==> src/rtl/cdb_rr_arbiter_pkg.sv <==
// Shared CDB definitions: default arbiter geometry, broadcast packet layout, index wrap helper.
// The packet layout is common to every CDB consumer (RS, ROB, map table).
package sys_defs;
   localparam int CDB_NUM_REQ = 8;
   localparam int CDB_NUM     = 2;
   localparam int CDB_TAG_W   = 6;
   localparam int CDB_DATA_W  = 32;
   localparam int CDB_CNT_W   = 16;

   typedef struct packed {
      logic                  valid;
      logic [CDB_TAG_W-1:0]  tag;
      logic [CDB_DATA_W-1:0] data;
   } cdb_packet_t;

   // Modular add for idx, step < n; avoids a divider for non-power-of-2 requester counts.
   function automatic int wrap_inc(int idx, int step, int n);
      int sum;
      sum = idx + step;
      return (sum >= n) ? sum - n : sum;
   endfunction
endpackage

==> src/rtl/cdb_rr_arbiter_if.sv <==
// Requester / CDB bus bundle for cdb_rr_arbiter.
// master = FU result stages and CDB consumers, slave = the arbiter.
interface cdb_rr_arbiter_if
   import sys_defs::*;
#(
   parameter int NUM_REQ = CDB_NUM_REQ,
   parameter int NUM_CDB = CDB_NUM,
   parameter int TAG_W   = CDB_TAG_W,
   parameter int DATA_W  = CDB_DATA_W
);
   logic                           squash;
   logic [NUM_REQ-1:0]             req_valid;
   logic [NUM_REQ-1:0][TAG_W-1:0]  req_tag;
   logic [NUM_REQ-1:0][DATA_W-1:0] req_data;
   logic [NUM_REQ-1:0]             req_ready;
   logic [NUM_CDB-1:0]             cdb_valid;
   logic [NUM_CDB-1:0][TAG_W-1:0]  cdb_tag;
   logic [NUM_CDB-1:0][DATA_W-1:0] cdb_data;

   modport master (
      output squash, req_valid, req_tag, req_data,
      input  req_ready, cdb_valid, cdb_tag, cdb_data
   );

   modport slave (
      input  squash, req_valid, req_tag, req_data,
      output req_ready, cdb_valid, cdb_tag, cdb_data
   );
endinterface

==> src/rtl/cdb_rr_arbiter_pick.sv <==
// cdb_rr_pick: combinational round-robin multi-grant picker. Rotates req_valid by rr_ptr,
// takes the first NUM_CDB set bits in scan order, and returns un-rotated per-lane one-hot grants.
module cdb_rr_pick
   import sys_defs::*;
#(
   parameter int NUM_REQ = CDB_NUM_REQ,
   parameter int NUM_CDB = CDB_NUM
) (
   input  logic [NUM_REQ-1:0]              req_valid,
   input  logic [$clog2(NUM_REQ)-1:0]      rr_ptr,
   output logic [NUM_CDB-1:0][NUM_REQ-1:0] lane_gnt,
   output logic                            any_gnt,
   output logic [$clog2(NUM_REQ)-1:0]      last_idx
);
   localparam int PTR_W = $clog2(NUM_REQ);

   logic [NUM_REQ-1:0] rot_valid;
   logic [NUM_REQ-1:0] remaining;
   logic               found;
   int                 orig;

   always_comb begin
      rot_valid = '0;
      for (int j = 0; j < NUM_REQ; j++) begin
         rot_valid[j] = req_valid[wrap_inc(j, int'(rr_ptr), NUM_REQ)];
      end
   end

   // Lane k takes the k-th surviving bit; the last assignment made is the last winner.
   always_comb begin
      lane_gnt  = '0;
      any_gnt   = 1'b0;
      last_idx  = '0;
      remaining = rot_valid;
      found     = 1'b0;
      orig      = 0;
      for (int k = 0; k < NUM_CDB; k++) begin
         found = 1'b0;
         for (int j = 0; j < NUM_REQ; j++) begin
            if (!found && remaining[j]) begin
               found             = 1'b1;
               remaining[j]      = 1'b0;
               orig              = wrap_inc(j, int'(rr_ptr), NUM_REQ);
               lane_gnt[k][orig] = 1'b1;
               any_gnt           = 1'b1;
               last_idx          = PTR_W'(orig);
            end
         end
      end
   end
endmodule

==> src/rtl/cdb_rr_arbiter.sv <==
// cdb_rr_arbiter: grants up to NUM_CDB completion requesters per cycle in round-robin order and
// registers the winners onto the CDB lanes. Macro CDB_PERF_EN adds saturating grant/stall counters.
module cdb_rr_arbiter
   import sys_defs::*;
#(
   parameter int NUM_REQ = CDB_NUM_REQ,
   parameter int NUM_CDB = CDB_NUM,
   parameter int TAG_W   = CDB_TAG_W,
   parameter int DATA_W  = CDB_DATA_W,
   parameter int CNT_W   = CDB_CNT_W
) (
   input  logic                          clock,
   input  logic                          reset_n,
`ifdef CDB_PERF_EN
   output logic [NUM_REQ-1:0][CNT_W-1:0] perf_grant_cnt,
   output logic [CNT_W-1:0]              perf_stall_cnt,
`endif
   cdb_rr_arbiter_if.slave               bus
);
   localparam int PTR_W = $clog2(NUM_REQ);

   if (NUM_REQ < 2) begin : g_bad_num_req
      $error("cdb_rr_arbiter: NUM_REQ must be at least 2");
   end
   if (NUM_CDB < 1 || NUM_CDB > NUM_REQ) begin : g_bad_num_cdb
      $error("cdb_rr_arbiter: NUM_CDB must lie within 1..NUM_REQ");
   end
   // Lane registers use the shared packet type, so tag/data widths are pinned to the package.
   if (TAG_W != CDB_TAG_W || DATA_W != CDB_DATA_W) begin : g_bad_pkt
      $error("cdb_rr_arbiter: TAG_W/DATA_W must match sys_defs packet widths");
   end
   if (CNT_W < 1) begin : g_bad_cnt
      $error("cdb_rr_arbiter: CNT_W must be at least 1");
   end

   logic [NUM_CDB-1:0][NUM_REQ-1:0] lane_gnt;
   logic                            any_gnt;
   logic [PTR_W-1:0]                last_idx;
   logic [NUM_REQ-1:0]              gnt_req;
   logic                            grant_en;
   logic [PTR_W-1:0]                rr_ptr_q, rr_ptr_d;
   cdb_packet_t [NUM_CDB-1:0]       cdb_q, cdb_d;

   cdb_rr_pick #(
      .NUM_REQ (NUM_REQ),
      .NUM_CDB (NUM_CDB)
   ) u_pick (
      .req_valid (bus.req_valid),
      .rr_ptr    (rr_ptr_q),
      .lane_gnt  (lane_gnt),
      .any_gnt   (any_gnt),
      .last_idx  (last_idx)
   );

   assign grant_en = reset_n & ~bus.squash;

   always_comb begin
      gnt_req = '0;
      for (int k = 0; k < NUM_CDB; k++) begin
         gnt_req = gnt_req | lane_gnt[k];
      end
   end

   assign bus.req_ready = grant_en ? gnt_req : '0;

   always_comb begin
      cdb_d = '0;
      for (int k = 0; k < NUM_CDB; k++) begin
         for (int i = 0; i < NUM_REQ; i++) begin
            if (grant_en && lane_gnt[k][i]) begin
               cdb_d[k].valid = 1'b1;
               cdb_d[k].tag   = bus.req_tag[i];
               cdb_d[k].data  = bus.req_data[i];
            end
         end
      end
   end

   always_comb begin
      rr_ptr_d = rr_ptr_q;
      if (grant_en && any_gnt) begin
         rr_ptr_d = PTR_W'(wrap_inc(int'(last_idx), 1, NUM_REQ));
      end
   end

   always_ff @(posedge clock or negedge reset_n) begin
      if (!reset_n) begin
         rr_ptr_q <= '0;
         cdb_q    <= '0;
      end else begin
         rr_ptr_q <= rr_ptr_d;
         cdb_q    <= cdb_d;
      end
   end

   always_comb begin
      bus.cdb_valid = '0;
      bus.cdb_tag   = '0;
      bus.cdb_data  = '0;
      for (int k = 0; k < NUM_CDB; k++) begin
         bus.cdb_valid[k] = cdb_q[k].valid;
         bus.cdb_tag[k]   = cdb_q[k].tag;
         bus.cdb_data[k]  = cdb_q[k].data;
      end
   end

`ifdef CDB_PERF_EN
   logic [NUM_REQ-1:0][CNT_W-1:0] perf_grant_cnt_q, perf_grant_cnt_d;
   logic [CNT_W-1:0]              perf_stall_cnt_q, perf_stall_cnt_d;
   int                            valid_cnt;

   always_comb begin
      valid_cnt        = 0;
      perf_grant_cnt_d = perf_grant_cnt_q;
      perf_stall_cnt_d = perf_stall_cnt_q;
      for (int i = 0; i < NUM_REQ; i++) begin
         valid_cnt = valid_cnt + int'(bus.req_valid[i]);
         if (bus.req_ready[i] && (perf_grant_cnt_q[i] != '1)) begin
            perf_grant_cnt_d[i] = perf_grant_cnt_q[i] + CNT_W'(1);
         end
      end
      if (!bus.squash && (valid_cnt > NUM_CDB) && (perf_stall_cnt_q != '1)) begin
         perf_stall_cnt_d = perf_stall_cnt_q + CNT_W'(1);
      end
   end

   always_ff @(posedge clock or negedge reset_n) begin
      if (!reset_n) begin
         perf_grant_cnt_q <= '0;
         perf_stall_cnt_q <= '0;
      end else begin
         perf_grant_cnt_q <= perf_grant_cnt_d;
         perf_stall_cnt_q <= perf_stall_cnt_d;
      end
   end

   assign perf_grant_cnt = perf_grant_cnt_q;
   assign perf_stall_cnt = perf_stall_cnt_q;
`endif
endmodule

==> src/flat_wrapper.sv <==
// flat-port wrapper written by rule: the top's interface ports become plain ports
module cdb_rr_arbiter_flat import sys_defs::*;
#(
   parameter int NUM_REQ = CDB_NUM_REQ,
   parameter int NUM_CDB = CDB_NUM,
   parameter int TAG_W   = CDB_TAG_W,
   parameter int DATA_W  = CDB_DATA_W,
   parameter int CNT_W   = CDB_CNT_W
)
  (clock, reset_n, bus_squash, bus_req_valid, bus_req_tag, bus_req_data, bus_req_ready, bus_cdb_valid, bus_cdb_tag, bus_cdb_data);
  cdb_rr_arbiter_if #(.NUM_REQ(NUM_REQ), .NUM_CDB(NUM_CDB), .TAG_W(TAG_W), .DATA_W(DATA_W)) bus_i ();
  input  logic clock;
  input  logic reset_n;
  input wire logic [$bits(bus_i.squash)-1:0] bus_squash;
  input wire logic [$bits(bus_i.req_valid)-1:0] bus_req_valid;
  input wire logic [$bits(bus_i.req_tag)-1:0] bus_req_tag;
  input wire logic [$bits(bus_i.req_data)-1:0] bus_req_data;
  output wire logic [$bits(bus_i.req_ready)-1:0] bus_req_ready;
  output wire logic [$bits(bus_i.cdb_valid)-1:0] bus_cdb_valid;
  output wire logic [$bits(bus_i.cdb_tag)-1:0] bus_cdb_tag;
  output wire logic [$bits(bus_i.cdb_data)-1:0] bus_cdb_data;
  assign bus_i.squash = bus_squash;
  assign bus_i.req_valid = bus_req_valid;
  assign bus_i.req_tag = bus_req_tag;
  assign bus_i.req_data = bus_req_data;
  assign bus_req_ready = bus_i.req_ready;
  assign bus_cdb_valid = bus_i.cdb_valid;
  assign bus_cdb_tag = bus_i.cdb_tag;
  assign bus_cdb_data = bus_i.cdb_data;
  cdb_rr_arbiter #(.NUM_REQ(NUM_REQ), .NUM_CDB(NUM_CDB), .TAG_W(TAG_W), .DATA_W(DATA_W), .CNT_W(CNT_W)) u_core (.clock(clock), .reset_n(reset_n), .bus(bus_i));
endmodule
==> config.mk <==
export PLATFORM = sky130hd
export DESIGN_NAME = cdb_rr_arbiter_flat
export DESIGN_NICKNAME = d
export VERILOG_FILES = /design/src/rtl/cdb_rr_arbiter_pkg.sv /design/src/rtl/cdb_rr_arbiter_if.sv /design/src/rtl/cdb_rr_arbiter_pick.sv /design/src/rtl/cdb_rr_arbiter.sv /design/src/flat_wrapper.sv
export SDC_FILE = /design/constraint.sdc
export NUM_CORES = 1
export LEC_CHECK = 0
export ABC_AREA = 1
export BUFFER_PORTS_ARGS = -buffer_cell sky130_fd_sc_hd__buf_2
export CAP_MARGIN = 40
export CORE_AREA = 2 2 157 159
export DETAILED_ROUTE_END_ITERATION = 16
export DIE_AREA = 0 0 159 161
export GPL_TIMING_DRIVEN = 0
export PLACE_DENSITY = 0.76
export SKIP_LAST_GASP = 1
export SLEW_MARGIN = 20
export SYNTH_ARGS = -nofsm -noshare
export SYNTH_HDL_FRONTEND = slang
export SYNTH_SLANG_ARGS = --single-unit
==> constraint.sdc <==
create_clock -name clock -period 10.42 [get_ports clock]
set_input_delay 0.521 -clock clock [delete_from_list [all_inputs] [get_ports clock]]
set_output_delay 0.521 -clock clock [all_outputs]
set_load 0.005 [all_outputs]
# --- Word-level counts from Yosys, hierarchy flattened ---
# Cells that the tools add are included.
word_totals:
  regBits: 81
  inputBits: 315
  out_inout_bits: 86
  elab_cells: 240
op_classes:
  add_sub_neg: 17
  n_lt_le_gt_ge: 25
  n_mux: 124
  bitwise: 16
  reduce_logical: 51
ops:
  columns: ["operator", "count"]
  rows:
  - ["$mux W39", 16]
  - ["$ge A32 B1 Y1 const B", 8]
  - ["$lt A32 B5 Y1 const B", 8]
  - ["$mux W32", 8]
  - ["$mux W8", 16]
  - ["$or A8 B8 Y8", 14]
  - ["$mux W1", 52]
  - ["$mux W3", 16]
  - ["$logic_and A1 B1 Y1", 38]
  - ["$sub A4 B4 Y5 const B", 7]
  - ["$ge A4 B4 Y1 const B", 8]
  - ["$bmux W1 S3", 8]
  - ["$demux W1 S3", 8]
  - ["$add A3 B3 Y4 const A", 4]
  - ["$logic_not A1 Y1", 13]
  - ["$add A2 B3 Y4 const A", 2]
  - ["$sub A3 B4 Y5 const B", 1]
  - ["$add A1 B3 Y4 const A", 1]
  - ["$add A3 B1 Y4 const B", 1]
  - ["$ge A3 B4 Y1 const B", 1]
  - ["$sub A3 B1 Y3 const B", 1]
  - ["$and A1 B1 Y1", 1]
  - ["$not A1 Y1", 1]

# --- Longest topological paths before layout ---
depth:
  depth_word: 38
  mapped_depth: 28
  ltp_nobuf: 25

# --- Hierarchy ---
# Synthesis repeated with hierarchy kept, for this count alone.
hier_totals:
  hier_cells: 2156
  area_unflattened_um2: 11436.0
modules_own_cells:
  columns: ["mod", "instances", "cells_each", "area_per_inst_um2", "seq_area_each_um2"]
  rows:
  - ["cdb_rr_arbiter", 1, 1753, 9190.1, 2026.9]
  - ["cdb_rr_pick", 1, 403, 2245.9, 0.0]

# --- Least setup slack after synthesis ---
# No wires, ideal clock.
synth_timing:
  path_type: "reg2out"
  startpoint: "reg u_core.rr_ptr_q[0]"
  endpoint: "out bus_req_ready[5]"
  arrival_time_ps: 3155
  required_time_ps: 9899
  setup_slack_ps: 6744
  stages_incl_launch_ff: 20
  n_path_buf: 4
  cell_sequence: "dfrtp_1 -> inv_2 -> buf_6 -> clkbuf_1 -> ha_1 -> inv_2 -> nand3_1 -> nand3_1 -> nand2_2 -> nor2_4 -> nand4_1 -> nand2_1 -> nand3_2 -> nor3_4 -> nand2_1 -> nand3_1 -> nand2_1 -> buf_2 -> buf_2 -> nand2_1"
synth_via:
  elab_chain_cells: 31
  word_cells_on_any_way: 171
  cone_classes: "add/sub (15); order compare (24); mux (84); bitwise (14); reduce/logical (34)"
synth_lines:
  columns: ["item", "line_no", "source"]
  rows:
  - ["from (decl)", "cdb_rr_arbiter.sv:41", "logic [PTR_W-1:0] rr_ptr_q, rr_ptr_d;"]
  - ["from (signal assigned)", "cdb_rr_arbiter.sv:91", "rr_ptr_q <= rr_ptr_d;"]
  - ["parallel branches: the longest is 29 deep, another holds $ge A32 B1 Y1", null, null]
  - ["$or A8 B8 Y8 (*)", "cdb_rr_arbiter.sv:60", "gnt_req = gnt_req | lane_gnt[k];"]
  - ["$mux W8 (*)", "cdb_rr_arbiter.sv:64", "assign bus.req_ready = grant_en ? gnt_req : '0;"]
  - ["to (decl)", "flat_wrapper.sv:18", "output wire logic [$bits(bus_i.req_ready)-1:0] bus_req_ready;"]
# Every way passes the cells marked *. The select of a mux whose other input is x is not followed.

# --- Worst setup path in the final report ---
layout_timing:
  startpoint: "reg u_core.rr_ptr_q[0]"
  endpoint: "out bus_req_ready[3]"
# The elaborated chain is that of the path after synthesis.

==> impl_metrics.py <==
metrics = {
    "setup_path": {
        "crit_arrival_ns": 4.98,
        "peak_fanout_along_the_critical_path": 11,
        "end_kind": "output port",
        "critPathTopFamily": "buffers and inverters",
        "cp_slowest_stage_delay_ns": 0.53,
        "crit_required_ns": 9.90,
        "startpoint_type": "register",
        "path_buf_inv": 8,
        "critPathSlowestCell": "sky130_fd_sc_hd__clkbuf_1",
        "path_class": "register to output port",
        "cells_traversed_along_the_worst_timing_path": "inv_2, buf_6, clkbuf_1, ha_1, inv_2, nand3_1, nand3_1, nand2_2, nor2_4, nand4_1, nor2_2, inv_1, nor2_1, nor2_1, o211ai_1, nand2_1, buf_2, clkbuf_1, nand2_1, buf_2",
    },
    "clock_network": {
        "clock_tree.buffer_depth": 2,
        "clock_sinks": 81,
        "path_clk_slew_ns": 0.07,
        "clock_tree.root_cell": "sky130_fd_sc_hd__clkbuf_16",
        "number_of_buffers_inserted_for_hold_repair_after_clock_tree_synthesis": 0,
        "cts.repair.resized": 0,
        "tritoncts": "yes",
        "post_cts_buffers": 0,
        "insertion_delay_ns": 0.36,
        "ctsHtreeMaxLevel": 3,
        "cts_buffers": 9,
    },
    "outcome": {
        "run_status": "complete, no violations",
    },
    "drt": {
        "dr.first_iter.drc_count": 1852,
        "route.antenna.remaining_nets": 0,
        "drc": 0,
        "route.detailed.vias_per_inst": 5.49,
        "dr.pass1.iters": 6,
        "detail_route.wl_per_cell_microns": 18.6,
        "routed_vias": 16100,
        "drt-total-wl_microns": 54400,
    },
    "synth": {
        "synth_seq_area_share_pct": 18.4,
        "synth.largest_area_cell": "sky130_fd_sc_hd__nand2_1",
        "post_synth_instance_area_sq_um": 11000,
        "synth-edff-count": 0,
        "synth.yosys.warnings": 0,
        "number_of_instances_in_the_synthesized_netlist": 2154,
        "synth_area_leaders": "sky130_fd_sc_hd__nand2_1 28%, sky130_fd_sc_hd__dfrtp_1 18%, sky130_fd_sc_hd__nand3_1 15%",
        "synth.distinct_cells": 35,
        "mappedNetlistNets": 2478,
        "synth_top_cell_area_share_pct": 27.8,
        "synth.ff_latch_count": 81,
        "dominantRegCellSynth": "sky130_fd_sc_hd__dfrtp_1",
        "async_flop_share_pct": 100,
        "postSynthAreaPerCell_sq_um": 5.11,
    },
    "sta": {
        "period_share_pct": 52.8,
        "fin_worst_skew_ns": 0.0104,
        "fin_crit_ns": 5.50,
        "clock.fmax_mhz": 182,
        "grt_setup_unrepaired": "no",
        "maxSlewViolCount": 0,
        "slew_at_the_pin_closest_to_its_max_slew_limit_ns": 0.787,
        "setup_viol": 0,
        "final_hold_viol_count": 0,
        "finalWorstSetupSlack_ns": 4.92,
        "max-slew-margin-rel_pct": 47.4,
        "setup_total_negative_slack_ns": 0,
    },
    "global_route": {
        "globalRouteOverflowTotal": 0,
        "grt_antenna_before_repair": 28,
        "grt_pass1_vias": 14600,
        "grt_first_pass_wirelength_microns": 82100,
        "maximum_number_of_pins_on_one_net_before_global_route_repair": 59,
        "grt_usage_pct": 40.8,
    },
    "floorplanning": {
        "placementRows": 57,
        "dieHeight_microns": 161,
        "floorplan.die_area_sq_um": 25600,
        "core_area_sq_um": 24000,
        "floorplan.initialDensity_pct": 45.9,
        "fp.dieW_microns": 159,
        "io_pins": 401,
    },
    "flow_run": {
        "max_cap_violation_count": 0,
    },
    "power_and_ir_drop": {
        "p_leak_nw": 8.08,
        "share_clk_of_total_power_pct": 7.4,
        "power_density_nw_per_um2": 323,
        "ir_worst_vdd_uv": 300,
        "power.combinational.fraction_pct": 82.6,
        "p_seq_share_pct": 10.0,
        "intPower_mw": 1.69,
        "finalPower_mw": 4.46,
        "p_switching_mw": 2.78,
        "switching_share_pct": 62.2,
    },
    "placed_design": {
        "hpwl_microns": 43000,
        "preCtsSetupSlack_ns": 5.42,
        "globalplace.congestion": 0.979,
        "port_buffers": 400,
        "postPlaceCellArea_sq_um": 13400,
    },
    "final_layout": {
        "sequential_cell_area_sq_um": 2030,
        "layout_commonest_cell": "sky130_fd_sc_hd__nand2_1",
        "final_net_count": 2890,
        "design_area_sq_um": 13800,
        "area_growth_synth_to_finish_pct": 25.4,
        "multi_input_comb_area_sq_um": 7270,
        "layout.cells.most_common_list": "814 x sky130_fd_sc_hd__nand2_1, 448 x sky130_fd_sc_hd__buf_2, 327 x sky130_fd_sc_hd__nand3_1",
        "fin_util_pct": 57.6,
        "post_route_cells_drive_above_1_share_pct": 20.5,
        "layout.filler_cells": 2560,
    },
    "hold_path": {
        "hold_path_class": "primary input to async pin",
    },
}
power by group through the flow:
| stage | clock network [mW] | registers [mW] | logic (mW) |
|---|---|---|---|
| detailed placement | 0 | 0.453 | 3.54 |
| global route | 0.347 | 0.453 | 4.07 |
| finish | 0.331 | 0.448 | 3.69 |
| CTS | 0.333 | 0.447 | 3.56 |
| floorplan | 0 | 0.462 | 2.44 |
| global placement | 0 | 0.453 | 3.53 |
worst paths after layout:
check / start / end / slack, ns / depth (start not counted)
worst max-delay path: u_core.rr_ptr_q[0] / bus_req_ready[3] / 4.92 / 20
worst min-delay path: reset_n / u_core.rr_ptr_q[0] / 0.09 / 1
worst max register to register: u_core.rr_ptr_q[0] / u_core.bus.cdb_data[17] / 5.35 / 21
worst min register to register: u_core.rr_ptr_q[2] / u_core.rr_ptr_q[2] / 0.74 / 3
max in group asynchronous: reset_n / u_core.bus.cdb_data[22] / 9.68 / 2
min in group clock: bus_req_tag[46] / u_core.bus.cdb_tag[10] / 0.39 / 3
metal layers:
layer	routed length [microns]	GRT usage, %
met1	20400	50.6
met2	25100	67.2
met3	6010	7.99
met4	2850	21.9
met5	20	0
through the flow:
step                hold WS (ns)  instances
floorplan                  0.225       2154
global placement           0.695       2878
detailed placement         0.476       2879
CTS                       0.0943       2895
global route               0.112       2920
finish                    0.0918       2923
kinds of logic (layout without fill, tap and decap cells):
group / Yosys count / count (layout) / synth area share, %
xor gates and xnor gates: 2 / 2 / 0.296
other: 0 / 28 / 0
and+or+nand+nor: 1374 / 1374 / 52.1
adders and majority gates: 9 / 9 / 1.02
AOI/OAI and AO/OA: 270 / 270 / 12.7
buffers and inverters: 418 / 835 / 15.5
DFF: 81 / 81 / 18.4
final cells by class:
class,count,share of cell area (%)
multi-input cells,1655,52.7
repair buffers,401,14.7
flip-flops and latches,81,14.7
inverters,284,7.74
plain buffers,134,4.60
well taps,324,2.94
clock buffers,10,1.73
diodes,28,0.508
clock inverters,6,0.363
Yosys cell counts (all sizes together) (2+ instances only):
library cell	number
a21oi	40
inv	284
nor3	9
clkbuf	63
a31oi	2
ha	9
o21ai	213
o211ai	5
dfrtp	81
o22ai	4
nand4	6
o2111ai	5
nand3	334
nand2	823
or2	2
nor2	200
buf	71
sequential cells by signal (all words and copies together), names as in the netlist:
signal,count
u_core.bus.cdb_data,64
u_core.bus.cdb_tag,12
u_core.rr_ptr_q,3
u_core.bus.cdb_valid,2
worst register-to-register path: cells and delay by family (launching register included):
| family | cells | cell delay [ns] |
|---|---|---|
| fa+ha+maj | 1 | 0.42 |
| compound gates | 3 | 0.44 |
| simple gates | 11 | 2.00 |
| flops | 1 | 0.48 |
| buf+inv | 6 | 1.60 |
(Power assumes the default switching activity.)
